## config.mk

```make
export PLATFORM = sky130hd
export DESIGN_NAME = branch_pc_ctrl
export DESIGN_NICKNAME = d
export VERILOG_FILES = /design/src/rtl/branch_pc_ctrl.sv
export SDC_FILE = /design/constraint.sdc
export NUM_CORES = 1
export LEC_CHECK = 0
export CORE_MARGIN = 2
export CORE_UTILIZATION = 40
export CTS_BUF_LIST = sky130_fd_sc_hd__clkbuf_16
export DETAILED_ROUTE_END_ITERATION = 10
export PLACE_DENSITY = 0.68
export REMOVE_ABC_BUFFERS = 1
export SETUP_SLACK_MARGIN = 0.4
export SLEW_MARGIN = 40
export SYNTH_ARGS = -nofsm -noshare
export SYNTH_HDL_FRONTEND = slang
export SYNTH_SLANG_ARGS = --single-unit
```

## constraint.sdc

```tcl
create_clock -name clk -period 6.5 [get_ports clk]
set_clock_uncertainty 0.05 [all_clocks]
set_input_delay 1.625 -clock clk [delete_from_list [all_inputs] [get_ports clk]]
set_output_delay 1.625 -clock clk [all_outputs]
set_load 0.05 [all_outputs]
```

## src/rtl/branch_pc_ctrl.sv

```systemverilog
// Fetch-PC controller: sequential fetch, branch/jump/exception redirects,
// and a one-deep pending redirect that waits while the pipeline is stalled.
module branch_pc_ctrl (
    input  logic        clk,
    input  logic        rst_n,
    input  logic        stall,
    input  logic        br_valid,
    input  logic        br_taken,
    input  logic [31:0] br_pc,
    input  logic [31:0] br_imm,
    input  logic        jmp_valid,
    input  logic [31:0] jmp_pc,
    input  logic [25:0] jmp_index,
    input  logic        exc,
    output logic [31:0] pc,
    output logic        flush,
    output logic        pending
);

    localparam logic [31:0] EXC_VECTOR = 32'h0000_0180;

    typedef enum logic {
        RUN  = 1'b0,
        HOLD = 1'b1
    } state_t;

    state_t      state;
    logic [31:0] pend_target;

    logic        br_req;
    logic        req_any;
    logic [31:0] br_target;
    logic [31:0] jmp_target;
    logic [31:0] sel_target;

    // Branch/jump targets; the shifted offset drops its top two bits, so the
    // add wraps modulo 2^32 exactly like a signed word offset would.
    assign br_target  = br_pc + {br_imm[29:0], 2'b00};
    assign jmp_target = {jmp_pc[31:28], jmp_index, 2'b00};
    assign br_req     = br_valid & br_taken;
    assign req_any    = exc | br_req | jmp_valid;

    // Priority select of the redirect target: exception, then branch, then jump.
    always_comb begin
        // NOTE: default first so every path assigns sel_target and no latch is inferred.
        sel_target = jmp_target;
        if (exc) begin
            sel_target = EXC_VECTOR;
        end else if (br_req) begin
            sel_target = br_target;
        end
    end

    assign pending = (state == HOLD);

    // PC, flush pulse, state and pending target update once per rising edge.
    always_ff @(posedge clk) begin
        // NOTE: sequential state uses non-blocking assignments so every register
        // samples the pre-edge values regardless of statement order.
        if (!rst_n) begin
            pc          <= 32'h0000_0000;
            flush       <= 1'b0;
            state       <= RUN;
            pend_target <= 32'h0000_0000;
        end else begin
            unique case (state)
                RUN: begin
                    if (!stall) begin
                        if (req_any) begin
                            pc    <= sel_target;
                            flush <= 1'b1;
                        end else begin
                            pc    <= pc + 32'd4;
                            flush <= 1'b0;
                        end
                    end else begin
                        flush <= 1'b0;
                        if (req_any) begin
                            pend_target <= sel_target;
                            state       <= HOLD;
                        end
                    end
                end
                HOLD: begin
                    if (stall) begin
                        flush <= 1'b0;
                        // Only an exception may replace a waiting redirect.
                        if (exc) begin
                            pend_target <= EXC_VECTOR;
                        end
                    end else begin
                        pc    <= exc ? EXC_VECTOR : pend_target;
                        flush <= 1'b1;
                        state <= RUN;
                    end
                end
                default: begin
                    state <= RUN;
                end
            endcase
        end
    end

endmodule

```

# ---- Word-level counts from Yosys, hierarchy flattened
# Index checks and enable logic that the tools add are counted.
dict set report totals {
  output_inout_bits 34
  regBits 66
  in_bits 129
  elab_cells 35
}
dict set report op_classes {
  muxes 18
  n_reduce_logical 2
  n_bitwise 4
  eq_ne 5
  add_sub_neg 2
}
# op n
set op_table {}
lappend op_table {{32-bit 2-to-1 mux} 9}
lappend op_table {{32-bit case mux with 2 select lines} 2}
lappend op_table {{32-bit by 3-bit adder with 32-bit output (second input constant)} 1}
lappend op_table {{32-bit adder} 1}
lappend op_table {{2-bit inequality test (second input constant)} 5}
lappend op_table {{1-bit 2-to-1 mux} 5}
lappend op_table {{1-bit case mux with 2 select lines} 2}
lappend op_table {{3-bit AND reduction} 1}
lappend op_table {{1-bit bitwise OR} 2}
lappend op_table {{2-bit AND reduction} 1}
lappend op_table {{1-bit AND} 1}
lappend op_table {{1-bit inverter} 1}

# ---- Longest topological paths before layout
dict set report logic_depth {
  ltp_word 6
  ltp_mapped 10
  depth_no_buf 10
}

# ---- Least setup slack after synthesis
# OpenSTA, ideal clock, no wires.
dict set report synth_timing {
  path_type {input -> register}
  start {input br_pc[2]}
  end {register pc[24]}
  n_path_buf 0
  t_arrival_ns 3.867
  setup_slack_ns 2.461
  stages 10
  required_ns 6.327
  setup_time_ns 0.123
  path_cell_list {ha_1 -> fa_1 -> a211oi_1 -> o21ai_0 -> a211oi_1 -> a211o_1 -> a2111oi_0 -> or3_1 -> nand3_1 -> a31oi_1}
}
dict set report synth_via {
  elab_chain_cells 6
}
# element line_no
set synth_rtl {}
lappend synth_rtl {{from (decl)} 9} ;# input logic [31:0] br_pc,
lappend synth_rtl {{32-bit adder} 38} ;# assign br_target = br_pc + {br_imm[29:0], 2'b00};
lappend synth_rtl {{32-bit 2-to-1 mux} 49} ;# end else if (br_req) begin
lappend synth_rtl {{32-bit 2-to-1 mux} 47} ;# if (exc) begin
lappend synth_rtl {{32-bit 2-to-1 mux} 69} ;# if (req_any) begin
lappend synth_rtl {{32-bit 2-to-1 mux} 68} ;# if (!stall) begin
lappend synth_rtl {{32-bit case mux with 2 select lines} 66} ;# unique case (state)
lappend synth_rtl {{to (signal assigned)} 70} ;# pc <= sel_target;
lappend synth_rtl {{to (signal assigned)} 73} ;# pc <= pc + 32'd4;
lappend synth_rtl {{to (signal assigned)} 92} ;# pc <= exc ? EXC_VECTOR : pend_target;
lappend synth_rtl {{to (decl)} 15} ;# output logic [31:0] pc,
# No other way between the ends. The select of a mux whose other input is x is not followed.
# A chain may end at the register's enable or synchronous reset.

# ---- Final worst setup path
dict set report layout_timing {
  start {input br_pc[2]}
  end {register pc[30]}
}
# Same word-level chain as after synthesis.

==> impl_metrics.yaml <==
worst_hold_path:
  hp-class: "reg -> reg"
clock_tree:
  clk_pin_slew_ns: 0.06
  cts_inserted_buffers: 9
  root_buffer: "clkbuf_16"
  postCtsHoldBufs: 0
  cts.htree.levels: 3
  cts_resized: 0
  cts_max_path_buffers: 2
  postCtsSetupRepairBufs: 0
  numClockSinks: 66
  cts_tree: "yes"
  clkLatencyLatePin_ns: 0.33
logic_synthesis:
  syn_avg_cell_area_um2: 7.40
  cell_types_with_the_largest_area_share_after_synthesis: "dfxtp_1, ha_1, o21ai_0"
  synthesis.area_um2: 5680
  synthFlopType: "dfxtp_1"
  ys_seq_elements: 66
  gate_count_of_the_mapped_netlist: 767
  synthDistinctLibCells: 67
  synth_enable_flop_cells: 0
  async_reset_ff_share_pct: 0
  synth_largest_type_area_fraction_pct: 23.3
  synth_top_area_cell: "dfxtp_1"
  synth_seq_area_share_pct: 23.3
  ys_warn_count: 0
timing:
  slew_violations: 0
  report.final.hold_viol_count: 0
  post-route-period-util_pct: 76.4
  setup_slack_ns: 1.53
  timing.max_slew.rel_slack_pct: 48.2
  setup-violations-final: 0
  fmax_mhz: 201
  rsz0062_at_grt: "false"
  tightestPinTransition_ns: 0.774
  setup_total_negative_slack_ns: 0
  hold_ws_ns: 0.421
  period_minus_slack_ns: 4.97
final_layout:
  final_nets: 1038
  most-common-layout-cells: "clkdlybuf4s50_1, nand2_1, o21ai_0"
  most_common_cell_after_layout_fill_and_taps_aside: "clkdlybuf4s50_1"
  layout-drive-gt1-share_pct: 5.21
  flow.area_growth_from_synthesis_pct: 32.2
  insertedDiodeCount: 0
  finalInstanceArea_um2: 7500
  nFillCells: 1403
floorplanning:
  die_y_um: 123
  initial_utilization_pct: 40.9
  row_count: 43
  fp.dieW_um: 123
  fp.dieArea_um2: 15200
  top_level_ports: 163
  core_um2: 13900
global_route:
  maximum_number_of_pins_on_one_net_before_global_route_repair: 40
  grt_antenna_before_repair: 0
  global_route.overflow_total: 0
  vias_in_the_first_global_route: 5921
  grt_pass1_wl_mm: 30.4
  grt_usage_pct: 25.3
critical_path:
  critPathTopFamily: "compound AO/OA/AOI/OAI gates"
  crit_path_start_kind: "input pin"
  crit_end_element: "register"
  crit_path_cell_trace: "clkdlybuf4s50_1, ha_1, fa_1, a211oi_1, o21ai_0, a211oi_1, a211o_1, a41oi_1, a221oi_1, o21ai_0"
  path_buf_inv: 1
  crit_arrival_ns: 5.10
  critPathRequiredTime_ns: 6.63
  timing_worst_setup_path_type: "in -> reg"
  crit_fanout: 6
  worst_reg2reg_setup_slack_ns: 3.70
  crit_path_max_incr_delay_ns: 0.55
  cpMaxStageDelayCell: "a221oi_1"
pwr:
  total_power_uw: 1520
  powerDensity_nw_per_um2: 203
  ir_worst_vdd_mv: 0.148
  p_leak_uw: 0.00289
place:
  hpwl_mm: 13.8
  postPlaceCellArea_um2: 7140
  port_bufs: 132
  gp_routability_congestion: 0.932
  pre_cts_ws_ns: 1.29
route:
  wire_per_inst_um: 17.8
  routed_wl_mm: 18.9
  route.detailed.drc: 0
  drtPass1Iterations: 5
  postRouteAntennaNets: 0
  drt_first_iter_violations: 577
  via_per_inst: 5.86
  vias: 6233
outcome:
  status: "finished clean"
run:
  drv.max_cap_violation_count: 0
==> cell type report <==
cell class              instances  area, um2  area share [%]
clock buffers                   9        225            3.00
well taps                     180        225            3.00
repair buffers                143       1400            18.6
inverters                      13       48.8           0.650
flip-flops and latches         66       1320            17.6
multi-input cells             645       4140            55.2
clock inverters                 7        141            1.88
==> cells by family (layout without fill, tap and decap cells) <==
family | Yosys count | after routing | synth area share [%]
buf+inv | 56 | 172 | 3.92
mux | 10 | 10 | 1.79
flops | 66 | 66 | 23.3
fa+ha+maj | 31 | 31 | 6.97
simple gates | 282 | 282 | 24.8
xor+xnor | 41 | 41 | 6.33
compound gates | 281 | 281 | 32.9
==> through the flow <==
| step | instances | util (%) |
|---|---|---|
| 5_1_grt | 1063 | 54.0 |
| 4_1_cts | 1063 | 54.0 |
| 2_1_floorplan | 724 | - |
| 6_report | 1063 | 54.0 |
| 3_3_place_gp | 1047 | 51.4 |
| 3_5_place_dp | 1047 | 51.4 |
==> worst paths after layout <==
check,startpoint,end,cells past startpoint
max,br_pc[2],pc[30],10
min,pend_target[13],pend_target[13],2
max reg2reg,pending,pend_target[27],6
min reg2reg,pend_target[13],pend_target[13],2
==> per-layer routing <==
| layer | part of all wire, % | GRT usage, % | up-vias | wire (um) |
|---|---|---|---|---|
| met3 | 6.6 | 3.09 | 30 | 1240 |
| li1 | - | - | 3111 | - |
| met2 | 46 | 41.6 | 232 | 8670 |
| met4 | 2.0 | 6.89 | 0 | 379 |
| met1 | 45 | 35.0 | 2860 | 8580 |
| met5 | 0 | 0 | - | 0 |
==> power by group <==
group	internal [uW]	switching [uW]	total [uW]
Clock	413	187	601
Combinational	196	270	466
Sequential	429	28.3	457
==> worst register-to-register path, delay by kind of cell (launching register included) <==
kind                   cells  cell delay (ns)
buffers and inverters      1             0.26
flip-flops                 1             0.77
AO/OA/AOI/OAI              1             0.19
AND/OR/NAND/NOR            4             1.46
==> state kept, by name, indices dropped and copies added (netlist names) <==
register,count
flush,1
pc,32
pend_target,32
pending,1
==> synth_stat cells, types with 6 or more instances <==
cell,n
nand2_1,86
nor3_1,13
ha_1,30
a211oi_1,11
nor2b_1,10
dfxtp_1,66
a22oi_1,7
a21boi_0,13
or3_1,7
o211a_1,6
xor2_1,16
o21bai_1,9
and4_1,6
mux2i_1,9
a32oi_1,10
nand3_1,41
o21ai_0,74
nor2_1,56
a21o_1,18
inv_1,13
a21oi_1,59
clkbuf_1,37
nand4_1,11
a221oi_1,16
and2_1,14
o31ai_1,8
xnor2_1,25
a31oi_1,12
and3_1,18
(Power assumes the default switching activity.)
